==> src/rtl/expr_mixed_pipe.sv <==
// expr_mixed_pipe: per-channel mixed-signedness expression pipeline feeding an output FIFO with XOR checksum
module expr_mixed_pipe #(
  parameter int W     = 6,
  parameter int NCH   = 4,
  parameter int DEPTH = 4
) (
  input  logic                           clk,
  input  logic                           rst,
  input  logic                           in_valid,
  output logic                           in_ready,
  input  logic [NCH*W-1:0]               in_a,
  input  logic [NCH*W-1:0]               in_b,
  input  logic [NCH*3-1:0]               in_op,
  output logic                           out_valid,
  input  logic                           out_ready,
  output logic [NCH*(W+2)-1:0]           out_y,
  output logic [$clog2(DEPTH+1)-1:0]     out_cnt,
  output logic [NCH*(W+2)-1:0]           chk
);
  localparam int R  = W + 2;
  localparam int CW = $clog2(DEPTH + 1);
  localparam int PW = $clog2(DEPTH);

  function automatic logic [R-1:0] eval(input logic [W-1:0] a, input logic [W-1:0] b, input logic [2:0] op);
    logic [R-1:0] ua;
    logic signed [R-1:0] sb;
    logic signed [R-1:0] asr;
    logic gt_s;
    ua   = R'(a);
    sb   = {{(R-W){b[W-1]}}, b};
    asr  = sb >>> a[2:0];
    gt_s = $signed(ua) > sb;
    return op == 3'd0 ? ua + sb :
           op == 3'd1 ? ua - sb :
           op == 3'd2 ? R'(a > b) :
           op == 3'd3 ? R'(gt_s) :
           op == 3'd4 ? R'((^a) ^ (^b)) :
           op == 3'd5 ? ua >> b[2:0] :
           op == 3'd6 ? asr :
           (b[W-1] ? ua : sb);
  endfunction

  logic                 s1_valid_q, s1_valid_d;
  logic [NCH*W-1:0]     s1_a_q, s1_a_d, s1_b_q, s1_b_d;
  logic [NCH*3-1:0]     s1_op_q, s1_op_d;
  logic [NCH*R-1:0]     mem_q [DEPTH];
  logic [NCH*R-1:0]     mem_d [DEPTH];
  logic [PW-1:0]        wr_q, wr_d, rd_q, rd_d;
  logic [CW-1:0]        cnt_q, cnt_d;
  logic [NCH*R-1:0]     hold_q, hold_d, chk_q, chk_d, res;
  logic [CW:0]          occ;
  logic                 accept, push, pop;

  // evaluate every channel of the stage-1 transaction
  always_comb begin
    res = '0;
    for (int c = 0; c < NCH; c++) res[c*R +: R] = eval(s1_a_q[c*W +: W], s1_b_q[c*W +: W], s1_op_q[c*3 +: 3]);
  end

  // handshake from registers only; stage-1 occupancy is reserved as FIFO credit
  always_comb begin
    occ       = {1'b0, cnt_q} + {{CW{1'b0}}, s1_valid_q};
    in_ready  = occ < (CW+1)'(DEPTH);
    out_valid = cnt_q != '0;
    accept    = in_valid & in_ready;
    push      = s1_valid_q;
    pop       = out_valid & out_ready;
    out_y     = out_valid ? mem_q[rd_q] : hold_q;
    out_cnt   = cnt_q;
    chk       = chk_q;
  end

  // next-state for stage 1, FIFO storage and pointers, last-popped hold and checksum
  always_comb begin
    s1_valid_d = accept;
    s1_a_d     = accept ? in_a : s1_a_q;
    s1_b_d     = accept ? in_b : s1_b_q;
    s1_op_d    = accept ? in_op : s1_op_q;
    mem_d      = mem_q;
    if (push) mem_d[wr_q] = res;
    wr_d       = push ? wr_q + PW'(1) : wr_q;
    rd_d       = pop ? rd_q + PW'(1) : rd_q;
    cnt_d      = cnt_q + CW'(push) - CW'(pop);
    hold_d     = pop ? out_y : hold_q;
    chk_d      = pop ? chk_q ^ out_y : chk_q;
  end

  // state registers with synchronous reset that flushes everything
  always_ff @(posedge clk) begin
    if (rst) begin
      s1_valid_q <= 1'b0;
      s1_a_q     <= '0;
      s1_b_q     <= '0;
      s1_op_q    <= '0;
      mem_q      <= '{default: '0};
      wr_q       <= '0;
      rd_q       <= '0;
      cnt_q      <= '0;
      hold_q     <= '0;
      chk_q      <= '0;
    end else begin
      s1_valid_q <= s1_valid_d;
      s1_a_q     <= s1_a_d;
      s1_b_q     <= s1_b_d;
      s1_op_q    <= s1_op_d;
      mem_q      <= mem_d;
      wr_q       <= wr_d;
      rd_q       <= rd_d;
      cnt_q      <= cnt_d;
      hold_q     <= hold_d;
      chk_q      <= chk_d;
    end
  end
endmodule

==> config.mk <==
export PLATFORM = sky130hd
export DESIGN_NAME = expr_mixed_pipe
export DESIGN_NICKNAME = d
export VERILOG_FILES = /design/src/rtl/expr_mixed_pipe.sv
export SDC_FILE = /design/constraint.sdc
export NUM_CORES = 1
export LEC_CHECK = 0
export BUFFER_PORTS_ARGS = -buffer_cell sky130_fd_sc_hd__buf_2
export CORE_ASPECT_RATIO = 0.75
export CORE_MARGIN = 4
export CORE_UTILIZATION = 30
export DETAILED_ROUTE_END_ITERATION = 6
export GPL_ROUTABILITY_DRIVEN = 0
export GPL_TIMING_DRIVEN = 0
export SYNTH_ARGS = -nofsm -noshare
export SYNTH_HDL_FRONTEND = slang
export SYNTH_SLANG_ARGS = --single-unit
==> constraint.sdc <==
create_clock -name clk -period 3.28 [get_ports clk]
set_clock_uncertainty 0.1 [all_clocks]
set_input_delay 0.328 -clock clk [delete_from_list [all_inputs] [get_ports clk]]
set_output_delay 0.328 -clock clk [all_outputs]
set_load 0.03 [all_outputs]
==> results.sh <==
export IMPL_max_freq_mhz=312
export IMPL_synth_flop_cell="dfxtp_1"
export IMPL_yosysWarnings=0
export IMPL_drive_gt1_share_pct=16.0
export IMPL_synthArstFlopShare_pct=0
export IMPL_synthTopCellsByArea="dfxtp_1 (34%), nand2_1 (6.7%), mux4_2 (6.7%)"
export IMPL_syn_area_um2=15400
export IMPL_hold_slack_ps=53.5
export IMPL_status="complete, no violations"
export IMPL_final_cells=2751
export IMPL_start_util_pct=30.5
export IMPL_setup_ws_ps=76.0
export IMPL_seq_area_um2=5210
export IMPL_hold_viol=0
export IMPL_vias_per_cell=5.37
export IMPL_syn_avg_cell_area_um2=8.33
export IMPL_track_usage_pct=18.3
export IMPL_drcViolationCount=0
export IMPL_cts_buffers=29
export IMPL_wl_per_cell_um=18.9
export IMPL_timing_final_crit_share_pct=97.7
export IMPL_dieArea_um2=55100
export IMPL_grt_pass1_wl_um=81600
export IMPL_ios=133
export IMPL_dp_cells=2640
export IMPL_clock_latency_ps=590
export IMPL_core_area_um2=50500
export IMPL_p_leak_uw=0.00689
export IMPL_crit_arrival_ps=2780
export IMPL_post_route_min_period_ps=3200
export IMPL_synth_cells=1851
export IMPL_h_tree_depth=1
export IMPL_synth_seq_area_share_pct=33.8
export IMPL_startpoint="rd_q[1]"
export IMPL_relSlewSlack_pct=37.7
export IMPL_antenna_left=0
export IMPL_peakVddDrop_v=0.000420
export IMPL_critical_path_class="reg2out"
export IMPL_multi_input_area_um2=9400
export IMPL_cp_endpoint="out_y[31]"
export IMPL_maxSlewViolCount=0
export IMPL_post_synth_top_area_cell="dfxtp_1"
export IMPL_port_buffers=132
export IMPL_fillers=5156
export IMPL_grt_antenna_before_repair=0
export IMPL_dp_hpwl_um=39100
export IMPL_rsz0062_at_grt="no"
export IMPL_synthesis_nets=1987
export IMPL_ys_top_cells_by_count="nand2_1 (277), dfxtp_1 (260), nor2_1 (213)"
export IMPL_cts_tree="done"
export IMPL_setup_violations=0
export IMPL_clk_root_buffer_cell="clkbuf_16"
export IMPL_drv_cap=0
export IMPL_grt_max_degree=16
export IMPL_critPathLaunchType="flip-flop"
export IMPL_clock_path_buffers=3
export IMPL_r2r_cells=11
export IMPL_ys_ff_latch=260
export IMPL_grt_pass1_vias=14300
export IMPL_detail_route_iter0_violations=1664
export IMPL_die_w_um=270
export IMPL_dr_pass1_iters=5
export IMPL_nNetsFinal=2207
export IMPL_min_path_type="in2reg"
export IMPL_diodes=0
export IMPL_place_ws_ps=-681
export IMPL_cp_end_kind="output port"
export IMPL_synth_edf_count=0
export IMPL_worst_slew_pin_slew_ps=934
export IMPL_synth_cell_types=80
export IMPL_synth_most_common_cell="nand2_1"
export IMPL_cp_max_fo=10
export IMPL_ff2ff_setup_slack_ps=170
export IMPL_gr_total_overflow=0
export IMPL_die_y_um=204
export IMPL_required_ps=2850
export IMPL_p_per_area_nw_per_um2=623
export IMPL_clkSlewWorstSetupHoldPaths_ps=60
export IMPL_area_delta_synth_final_pct=21.1
export IMPL_wl_um=52000
export IMPL_cts_sinks=260
export IMPL_fin_util_pct=37.0
export IMPL_r2r_start="out_cnt[1]"
export IMPL_synth_top_area_share_pct=33.8
export IMPL_r2r_end="out_cnt[2]"
export IMPL_dr_total_vias=14800
export IMPL_fp_row_count=71
export IMPL_hold_depth=3
-- how the worst min path moves through the flow --
stage / start / endpoint / slack (ps)
global placement: hold_q[9] / hold_q[9] / 340
detailed placement: hold_q[2] / hold_q[2] / 340
global route: in_op[10] / s1_op_q[10] / 10
CTS: in_op[10] / s1_op_q[10] / 4
finish: in_op[10] / s1_op_q[10] / 50
floorplan: mem_q[50] / mem_q[50] / 330
-- power by group --
group / internal (uW) / leakage [uW] / switching (uW)
logic: 1550 / 0.00423 / 2590
clock network: 2390 / 0.000543 / 1410
registers: 3420 / 0.00211 / 266
-- cells by family after synthesis --
logic type,synth area share [%]
AND/OR/NAND/NOR,17.0
AO/OA/AOI/OAI,20.3
flip-flops,33.8
buffers and inverters,5.64
multiplexers,11.8
XOR/XNOR,5.25
adder cells (fa/ha/maj),6.28
-- per-stage QoR --
step | instance area [um^2] | TNS (ps) | power, uW
final | 18700 | 0 | 11600
after CTS | 18600 | 0 | 11600
after global routing | 18700 | 0 | 12200
after floorplan | 15400 | 0 | 6540
after detailed placement | 16900 | -1590 | 7740
after global placement | 16900 | -1560 | 7670
-- sequential cells by signal, summed over array words and instances (netlist names) --
signal / flops
s1_op_q: 12
rd_q: 2
chk: 32
push: 1
s1_a_q: 24
s1_b_q: 24
hold_q: 32
mem_q: 128
wr_q: 2
out_cnt: 3
-- routing by layer --
layer / part of all wire [%] / up-vias / global-route usage, %
li1: - / 6981 / -
met1: 46 / 7107 / 26.3
met2: 43 / 603 / 28.6
met3: 8.1 / 77 / 3.46
met4: 2.3 / 0 / 4.09
met5: 0 / - / 0
-- cell type report --
type,count,area share (%)
Buffer,145,3.29
Clock buffer,36,4.14
Clock inverter,18,1.84
Inverter,67,1.35
Multi-Input combinational cell,1377,50.4
Sequential cell,260,27.9
Tap cell,657,4.40
Timing Repair Buffer,191,6.70
-- cell usage in the layout, fill, tap and decap left out, types with 10 or more instances in the layout --
master	n
dfxtp_1	259
mux2_2	39
nand2b_1	15
nand3_1	18
mux2i_1	34
a31oi_1	18
xor2_1	39
clkbuf_16	29
o221ai_1	11
mux4_2	46
buf_2	167
clkbuf_1	105
nor3_1	20
xnor2_1	49
dlygate4sd3_1	59
o22ai_1	10
inv_1	66
o211ai_1	15
a21oi_1	156
nand3b_1	14
nor2b_1	18
ha_1	63
nor2_1	213
o21ai_0	66
nand2_1	276
a211oi_1	114
-- critical path: stages, from the launching register on --
cell and delay, ps:
dfxtp_1 300, clkbuf_1 310, clkbuf_1 590, mux4_2 480, mux2_2 330, buf_2 190
-- what timing repair did --
item,4_1_cts,5_1_grt
pin swaps,0,2
cloned,0,0
resized for setup,5,14
hold buffers,59,0
hold endpoints to repair,59,0
endpoints found under the setup margin,34,39
buffers inserted,0,0
Power figures use the tool's default switching activity.
